`src/rtl/pb_sched_pkg.sv`:
```
// Shared state encoding, default parameters and width helpers for the push-button scheduler.
package pb_sched_pkg;

  typedef enum logic [1:0] {
    ST_IDLE    = 2'd0,
    ST_ISSUE   = 2'd1,
    ST_LOCKOUT = 2'd2
  } sched_state_t;

  localparam int DEF_N_BTN         = 4;
  localparam int DEF_TICK_DIV      = 10;
  localparam int DEF_LOCKOUT_TICKS = 8;
  localparam int DEF_REPEAT_TICKS  = 50;

  function automatic int calc_idw(input int n);
    return (n < 2) ? 1 : $clog2(n);
  endfunction

  // Bits needed to hold values 0..max_val, never less than one.
  function automatic int calc_cw(input int max_val);
    return (max_val < 1) ? 1 : $clog2(max_val + 1);
  endfunction

endpackage

```
`src/rtl/pb_rr_pick.sv`:
```
// Combinational round-robin picker: first set request at or above ptr, wrapping modulo N.
module pb_rr_pick
  import pb_sched_pkg::*;
#(
  parameter int N = DEF_N_BTN,
  localparam int IW = calc_idw(N)
) (
  input  logic [N-1:0]  req,
  input  logic [IW-1:0] ptr,
  output logic          found,
  output logic [IW-1:0] idx
);

  always_comb begin
    found = 1'b0;
    idx   = '0;
    for (int k = 0; k < N; k++) begin
      if (!found && req[(int'(ptr) + k) % N]) begin
        found = 1'b1;
        idx   = IW'((int'(ptr) + k) % N);
      end
    end
  end

endmodule

```
`src/rtl/pb_cmd_scheduler.sv`:
```
// Turns debounced button rises into one-at-a-time round-robin commands with a post-accept lockout.
// Define HOLD_REPEAT_EN to add per-button auto-repeat requests while a button is held.
module pb_cmd_scheduler
  import pb_sched_pkg::*;
#(
  parameter int N_BTN         = DEF_N_BTN,
  parameter int TICK_DIV      = DEF_TICK_DIV,
  parameter int LOCKOUT_TICKS = DEF_LOCKOUT_TICKS,
  parameter int REPEAT_TICKS  = DEF_REPEAT_TICKS,
  localparam int IDW = calc_idw(N_BTN)
) (
  input  logic             i_clk,
  input  logic             i_rst_n,
  input  logic [N_BTN-1:0] i_pb_level,
  output logic             o_sample_en,
  output logic             o_cmd_valid,
  output logic [IDW-1:0]   o_cmd_id,
  input  logic             i_cmd_ready,
  output logic [N_BTN-1:0] o_pending,
  output logic             o_busy,
  output logic             o_overflow
);

  localparam int TW = calc_cw(TICK_DIV - 1);
  localparam int LW = calc_cw(LOCKOUT_TICKS);

  if (TICK_DIV < 2) begin : g_bad_tick_div
    $error("TICK_DIV must be at least 2");
  end
  if (REPEAT_TICKS < 1) begin : g_bad_repeat
    $error("REPEAT_TICKS must be at least 1");
  end

  logic [TW-1:0]    tick_q;
  logic             sample_q;
  logic [N_BTN-1:0] level_q;
  logic [N_BTN-1:0] rise;
  logic [N_BTN-1:0] req_set;
  logic [N_BTN-1:0] pend_q, pend_d;
  logic             ovf_q, ovf_d;

  sched_state_t     state_q, state_d;
  logic             cmd_valid_q, cmd_valid_d;
  logic [IDW-1:0]   cmd_id_q, cmd_id_d;
  logic [IDW-1:0]   ptr_q, ptr_d;
  logic [LW-1:0]    lock_q, lock_d;
  logic [N_BTN-1:0] grant_clr;
  logic             pick_found;
  logic [IDW-1:0]   pick_idx;

  // Strobe is registered so it lands the cycle after the counter's terminal value.
  always_ff @(posedge i_clk or negedge i_rst_n) begin
    if (!i_rst_n) begin
      tick_q   <= '0;
      sample_q <= 1'b0;
    end else begin
      sample_q <= (tick_q == TW'(TICK_DIV - 1));
      tick_q   <= (tick_q == TW'(TICK_DIV - 1)) ? '0 : tick_q + TW'(1);
    end
  end

  always_ff @(posedge i_clk or negedge i_rst_n) begin
    if (!i_rst_n) begin
      level_q <= '0;
    end else begin
      level_q <= i_pb_level;
    end
  end

  assign rise = i_pb_level & ~level_q;

`ifdef HOLD_REPEAT_EN
  localparam int RW = calc_cw(REPEAT_TICKS - 1);

  logic [N_BTN-1:0][RW-1:0] rep_cnt_q;
  logic [N_BTN-1:0]         repeat_req;

  always_comb begin
    repeat_req = '0;
    for (int i = 0; i < N_BTN; i++) begin
      repeat_req[i] = i_pb_level[i] & ~rise[i] & sample_q &
                      (rep_cnt_q[i] == RW'(REPEAT_TICKS - 1));
    end
  end

  // Counter restarts on a fresh press or whenever the button is released.
  always_ff @(posedge i_clk or negedge i_rst_n) begin
    if (!i_rst_n) begin
      rep_cnt_q <= '0;
    end else begin
      for (int i = 0; i < N_BTN; i++) begin
        if (!i_pb_level[i] || rise[i]) begin
          rep_cnt_q[i] <= '0;
        end else if (sample_q) begin
          rep_cnt_q[i] <= repeat_req[i] ? '0 : rep_cnt_q[i] + RW'(1);
        end
      end
    end
  end

  assign req_set = rise | repeat_req;
`else
  assign req_set = rise;
`endif

  pb_rr_pick #(.N(N_BTN)) u_pick (
    .req   (pend_q),
    .ptr   (ptr_q),
    .found (pick_found),
    .idx   (pick_idx)
  );

  always_comb begin
    state_d     = state_q;
    cmd_valid_d = cmd_valid_q;
    cmd_id_d    = cmd_id_q;
    ptr_d       = ptr_q;
    lock_d      = lock_q;
    grant_clr   = '0;
    unique case (state_q)
      ST_IDLE: begin
        if (pick_found) begin
          cmd_id_d            = pick_idx;
          cmd_valid_d         = 1'b1;
          grant_clr[pick_idx] = 1'b1;
          state_d             = ST_ISSUE;
        end
      end
      ST_ISSUE: begin
        if (i_cmd_ready) begin
          cmd_valid_d = 1'b0;
          ptr_d       = (cmd_id_q == IDW'(N_BTN - 1)) ? '0 : cmd_id_q + IDW'(1);
          lock_d      = LW'(LOCKOUT_TICKS);
          state_d     = (LOCKOUT_TICKS == 0) ? ST_IDLE : ST_LOCKOUT;
        end
      end
      ST_LOCKOUT: begin
        if (sample_q) begin
          if (lock_q <= LW'(1)) begin
            lock_d  = '0;
            state_d = ST_IDLE;
          end else begin
            lock_d = lock_q - LW'(1);
          end
        end
      end
      default: state_d = ST_IDLE;
    endcase
  end

  // A rise coinciding with its own grant is a new request, not an overflow.
  always_comb begin
    pend_d = (pend_q & ~grant_clr) | req_set;
    ovf_d  = ovf_q | (|(req_set & pend_q & ~grant_clr));
  end

  always_ff @(posedge i_clk or negedge i_rst_n) begin
    if (!i_rst_n) begin
      state_q     <= ST_IDLE;
      cmd_valid_q <= 1'b0;
      cmd_id_q    <= '0;
      ptr_q       <= '0;
      lock_q      <= '0;
      pend_q      <= '0;
      ovf_q       <= 1'b0;
    end else begin
      state_q     <= state_d;
      cmd_valid_q <= cmd_valid_d;
      cmd_id_q    <= cmd_id_d;
      ptr_q       <= ptr_d;
      lock_q      <= lock_d;
      pend_q      <= pend_d;
      ovf_q       <= ovf_d;
    end
  end

  assign o_sample_en = sample_q;
  assign o_cmd_valid = cmd_valid_q;
  assign o_cmd_id    = cmd_id_q;
  assign o_pending   = pend_q;
  assign o_busy      = (state_q != ST_IDLE);
  assign o_overflow  = ovf_q;

endmodule

```
`config.mk`:
```
export PLATFORM = sky130hd
export DESIGN_NAME = pb_cmd_scheduler
export DESIGN_NICKNAME = d
export VERILOG_FILES = /design/src/rtl/pb_sched_pkg.sv /design/src/rtl/pb_rr_pick.sv /design/src/rtl/pb_cmd_scheduler.sv
export SDC_FILE = /design/constraint.sdc
export NUM_CORES = 1
export LEC_CHECK = 0
export ABC_CLOCK_PERIOD_IN_PS = 1800
export CORE_UTILIZATION = 49
export CTS_BUF_LIST = sky130_fd_sc_hd__clkbuf_8
export DETAILED_ROUTE_END_ITERATION = 6
export GPL_TIMING_DRIVEN = 0
export PLACE_DENSITY_LB_ADDON = 0.08
export SYNTH_ARGS = -nofsm -noshare
export SYNTH_HDL_FRONTEND = slang
export SYNTH_SLANG_ARGS = --single-unit
```
`constraint.sdc`:
```
create_clock -name i_clk -period 1.8 [get_ports i_clk]
set_input_delay 0.18 -clock i_clk [delete_from_list [all_inputs] [get_ports i_clk]]
set_output_delay 0.18 -clock i_clk [all_outputs]
set_load 0.02 [all_outputs]
```
### Yosys cells after proc, flatten, opt, wreduce, memory -nomap -nowiden

Index checks and enable logic that the tools add are counted.
W data, S select, Z words.

| word-level totals | value |
|---|---|
| register bits | 25 |
| bits of input ports | 7 |
| word-level logic and storage cells | 99 |

| operators by class | value |
|---|---|
| eq/ne operators | 8 |
| magnitude comparators | 7 |
| mux-type cells | 37 |
| add/subtract/negate cells | 6 |
| bitwise gates (word level) | 11 |
| reductions and logical operators | 20 |

Operators with widths:

| kind | number |
|---|---|
| $mux W4 | 6 |
| $mux W2 | 9 |
| $and A4 B4 Y4 | 4 |
| $mux W1 | 14 |
| $lt A3 B4 Y1 const B | 3 |
| $bmux W1 S2 | 4 |
| $ne A2 B2 Y1 const B | 4 |
| $not A4 Y4 | 2 |
| $pmux W4 S2 | 1 |
| $lt A2 B3 Y1 const B | 2 |
| $pmux W2 S3 | 1 |
| $reduce_and A3 Y1 | 2 |
| $reduce_bool A2 Y1 | 3 |
| $reduce_or A2 Y1 | 3 |
| $add A2 B1 Y2 const B | 2 |
| $add A2 B2 Y2 const B | 2 |
| $add A4 B1 Y4 const B | 1 |
| $eq A2 B2 Y1 const B | 2 |
| $eq A4 B4 Y1 const B | 1 |
| $le A4 B1 Y1 const B | 1 |
| $logic_and A1 B1 Y1 | 4 |
| $or A4 B4 Y4 | 1 |
| $reduce_and A2 Y1 | 2 |
| $reduce_and A4 Y1 | 1 |
| other kinds (10) | 14 |

### Longest topological paths before layout

| logic depth | value |
|---|---|
| word-level depth | 24 |
| mapped depth | 7 |
| mapped depth without buffers | 7 |

### By module

From an unflattened synthesis, not the netlist that was laid out.

| unflattened totals | value |
|---|---|
| cell total of the unflattened synthesis | 119 |
| area total of the unflattened synthesis | 1,188.6 sq um |

Modules (own cells, without submodules):

| module | sequential area each (sq um) | times used | area each (sq um) | cells each |
|---|---|---|---|---|
| pb_cmd_scheduler | 625.6 | 1 | 1,111.1 | 104 |
| pb_rr_pick | 0.0 | 1 | 77.6 | 15 |

### Worst setup path after synthesis

No wires, ideal clock.

| path | value |
|---|---|
| path type | reg2reg |
| from | register pend_q[0] (netlist: o_pending[0]) |
| to | register ovf_q (netlist: o_overflow) |
| cell stages (with the launch flop) | 7 |
| clock period less this slack | 2.134 ns |
| data required time | 1.660 ns |
| path slack | -0.334 ns |
| path buffers | 0 |
| data arrival time | 1.994 ns |
| cells stage by stage | dfrtp_1 > nand2_1 > nor3b_1 > or4_4 > or4b_4 > a41oi_2 > o211ai_1 |

| on the way | value |
|---|---|
| word-level cells in the longest chain between the ends | 22 |

RTL lines:

| item | line | text |
|---|---|---|
| start, declared | pb_cmd_scheduler.sv:39 | `logic [N_BTN-1:0] pend_q, pend_d;` |
| start signal, assigned | pb_cmd_scheduler.sv:172 | `pend_q <= pend_d;` |
| $bmux W1 S2 | pb_rr_pick.sv:18 | `if (!found && req[(int'(ptr) + k) % N]) begin` |
| $mux W1 (not written as such) | pb_rr_pick.sv:18 |  |
| $mux W1 | pb_rr_pick.sv:18 |  |
| $logic_not A1 Y1 | pb_rr_pick.sv:18 |  |
| $logic_and A1 B1 Y1 | pb_rr_pick.sv:18 |  |
| $mux W1 | pb_rr_pick.sv:18 |  |
| $logic_not A1 Y1 | pb_rr_pick.sv:18 |  |
| $logic_and A1 B1 Y1 | pb_rr_pick.sv:18 |  |
| (+7 left out) | -- |  |
| $demux W1 S2 | pb_cmd_scheduler.sv:125 | `grant_clr[pick_idx] = 1'b1;` |
| $mux W4 | pb_cmd_scheduler.sv:122 | `if (pick_found) begin` |
| $mux W4 | pb_cmd_scheduler.sv:120 | `unique case (state_q)` |
| $not A4 Y4 | pb_cmd_scheduler.sv:154 | `ovf_d = ovf_q \| (\|(req_set & pend_q & ~grant_clr));` |
| $and A4 B4 Y4 (*) | pb_cmd_scheduler.sv:154 |  |
| $reduce_or A4 Y1 (*) | pb_cmd_scheduler.sv:154 |  |
| $or A1 B1 Y1 (*) | pb_cmd_scheduler.sv:154 |  |
| named net ovf_d | pb_cmd_scheduler.sv:40 | `logic ovf_q, ovf_d;` |
| end signal, assigned | pb_cmd_scheduler.sv:173 | `ovf_q <= ovf_d;` |
| end, declared | pb_cmd_scheduler.sv:40 |  |

The timed path passes the listed nets; every way through them passes the cells marked *. The select of a mux whose other input is x is not followed.
A chain may end at the register's enable or synchronous reset.

### Final worst setup path

Ends and elaborated chain as after synthesis.

==> impl_metrics.toml <==
[clocking]
clock-sinks = 25
cts.path.max_buffers = 2
root_buffer = "clkbuf_8"
cts_made_buffers = 3
cts.reportedPaths.clkPinSlew_ps = 80
cts_tree = "yes"
htreeDepth = 1
clk_latency_ps = 260
holdBufCountCts = 0

[power]
seqPwrFrac = 0.402
pwr-share-clk = 0.136
comb_power_share = 0.461
internal-power_mw = 1.407
power.density_nw_per_um2 = 1542
switching_share = 0.3887
p_switching_mw = 0.8945
peakVddDrop_mv = 1.248
p_leak_nw = 0.6502

[routing]
viasPerCell = 5.375
wl_per_cell_um = 13.17
drtAntennaViolNets = 0
vias = 903
drtIter0Drc = 16
firstDrtPassIters = 4
drc = 0
drt_wl_total_um = 2212

[place]
placed_cell_area_um2 = 1359
post-place-ws_ps = -354.3
port_buffers = 16
hpwl_um = 1509
place_congestion = 0.8053

[logic_synthesis]
synth_top_area_frac = 0.5453
ys_seq_elements = 25
synth_cell_type_count = 33
synth_area_um2 = 1147
yosys-top-cells-area = "dfrtp_1, nand2_1, o21ai_0"
synth_top_cell_by_area = "dfrtp_1"
syn_area_per_cell_um2 = 10.15
synthCells = 113
synth-seq-area-share = 0.5453
yosysWarnings = 0
syn_nets = 123

[run]
drv_cap = 0

[global_route]
grt_max_degree = 26
grt_pass1_wl_um = 3512
grt_antenna_before_repair = 0
grt_pass1_vias = 848
overflow = 0
grt.total_usage = 0.1892

[finish]
post-route-util = 0.6748
fin_area_um2 = 1493
drive_gt1_frac = 0.1857
multi_input_area_um2 = 539.3
seqCellArea_um2 = 630.6
nFillCells = 176
num-nets-final = 151
area_growth_pct = 30.10
n_antenna_cell = 0

[worst_setup_path]
cp_max_fo = 4
setup.worst_path.start = "o_pending[0]"
cp-end-kind = "flip-flop"
critPathBufInv = 0
max_stage_delay_ps = 550
crit_chain = "nand2_2, nor3b_4, or4_4, or4b_4, a41oi_2, o211ai_1"
crit_path_top_delay_cell = "or4b_4"
r2r_start = "o_pending[0]"
cp-start-kind = "flip-flop"
worstPathArrival_ps = 2230
crit_type = "reg -> reg"
required_ps = 1930
critPathTopFamily = "simple AND/OR/NAND/NOR gates"

[timing]
final-setup-viol-count = 2
tightest_slew_ps = 1088
fin_ws_ps = -298.5
slew_headroom = 0.2723
finalCritPeriodShare = 1.166
timing.fmax_mhz = 476.5
drv_slew = 0
finClkSkew_ps = 3.384
hold_viol_final = 0
fin_crit_ps = 2098
rsz0062_at_grt = "yes"

[die]
start_util = 0.5187
boundaryPins = 17
core_um2 = 2212
die_area_um2 = 2539
fp-row-count = 17
die_height_um = 50.39
die_w_um = 50.39

[worst_hold_path]
hp-class = "in -> reg"
hp-start = "i_pb_level[0]"

[run_status]
status = "complete, but fails checks"
violations = "setup timing"
metrics by stage:
step	std cells	power (mW)	hold slack (ps)	setup TNS, ps
floorplan	113	1.447	-115.6	-473.4
CTS	166	2.207	375.3	-565.4
detailed placement	157	1.780	453.0	-614.6
global placement	157	1.749	428.2	-552.5
finish	168	2.301	382.5	-513.4
global route	168	2.443	380.0	-606.3
area by class of cell:
cell class	count	share of cell area
multi-input cells	80	0.3613
inverters	8	0.02012
repair buffers	23	0.1425
flip-flops and latches	25	0.4225
clock buffers	3	0.02766
well taps	28	0.02347
clock inverters	1	0.002515
final timing paths:
kind	depth (start not counted)	end	slack (ps)
hold reg to reg	1	o_pending[2]	440
hold / removal	1	level_q[0]	380
max in group asynchronous	1	ptr_q[1]	570
setup reg to reg	6	o_overflow	-300
min in group asynchronous	1	o_pending[0]	500
setup / recovery	6	o_overflow	-300
synth_stat cells:
cell	count
dfrtp_1	25
nand2_1	23
o21ai_0	10
inv_1	8
nor2_1	5
ha_1	3
nand2b_1	3
o31ai_1	3
a211oi_1	2
a21oi_1	2
a22o_1	2
nor2b_1	2
nor3_1	2
nor3b_1	2
or3_1	2
or4_1	2
a2111oi_0	1
a21o_1	1
a311oi_1	1
a31oi_1	1
a41oi_2	1
and2_1	1
mux2_2	1
mux2i_1	1
nand2b_2	1
nand3_1	1
nand3b_1	1
nor2_2	1
nor4_1	1
o211ai_1	1
or4_4	1
or4b_4	1
xnor2_1	1
layer usage:
metal / vias to the layer above / routed length (µm) / track usage
met4: 0 / 40 / 0.1157
met5: - / 0 / 0
met2: 18 / 1006 / 0.2822
li1: 451 / - / -
met3: 6 / 77 / 0.03939
met1: 428 / 1087 / 0.2515
sequential cells by signal, indices dropped and copies added, names as in the netlist:
signal / flops
tick_q: 4
o_pending: 4
lock_q: 4
o_overflow: 1
o_cmd_valid: 1
ptr_q: 2
o_sample_en: 1
state_q: 2
level_q: 4
o_cmd_id: 2
cell usage in the layout (no fill, tap or decap), types with 2 or more instances in the layout:
master,Yosys,final
nor2_1,5,4
clkdlybuf4s50_1,0,16
or3_1,2,2
a211oi_1,2,2
a22o_1,2,2
buf_4,0,7
nor2b_1,2,2
nand2_1,23,22
nor2_4,0,2
a21oi_1,2,2
o21ai_0,10,9
o31ai_1,3,3
inv_1,8,9
dfrtp_1,25,21
nand2b_1,3,2
nor3_1,2,2
dfrtp_2,0,4
nand2b_4,0,2
or4_1,2,2
ha_1,3,3
clkbuf_8,0,3
repair_timing:
item / 4_1_cts / 5_1_grt
pin swaps: 3 / 5
setup endpoints to repair: 3 / 4
gates resized for setup: 1 / 8
buffers inserted: 5 / 2
power groups by stage:
| stage | clock (mW) | combinational, mW | sequential (mW) |
|---|---|---|---|
| floorplan | 0 | 0.495 | 0.951 |
| global placement | 0 | 0.842 | 0.907 |
| detailed placement | 0 | 0.868 | 0.911 |
| CTS | 0.328 | 0.982 | 0.897 |
| global route | 0.345 | 1.15 | 0.946 |
| finish | 0.314 | 1.06 | 0.926 |
kinds of logic after synthesis:
| logic type | synth area share |
|---|---|
| compound gates | 0.1483 |
| xor+xnor | 0.007635 |
| fa+ha+maj | 0.03272 |
| buf+inv | 0.02617 |
| flops | 0.5453 |
| mux | 0.01854 |
| simple gates | 0.2214 |
No activity file was read; power rests on OpenSTA's default activity.
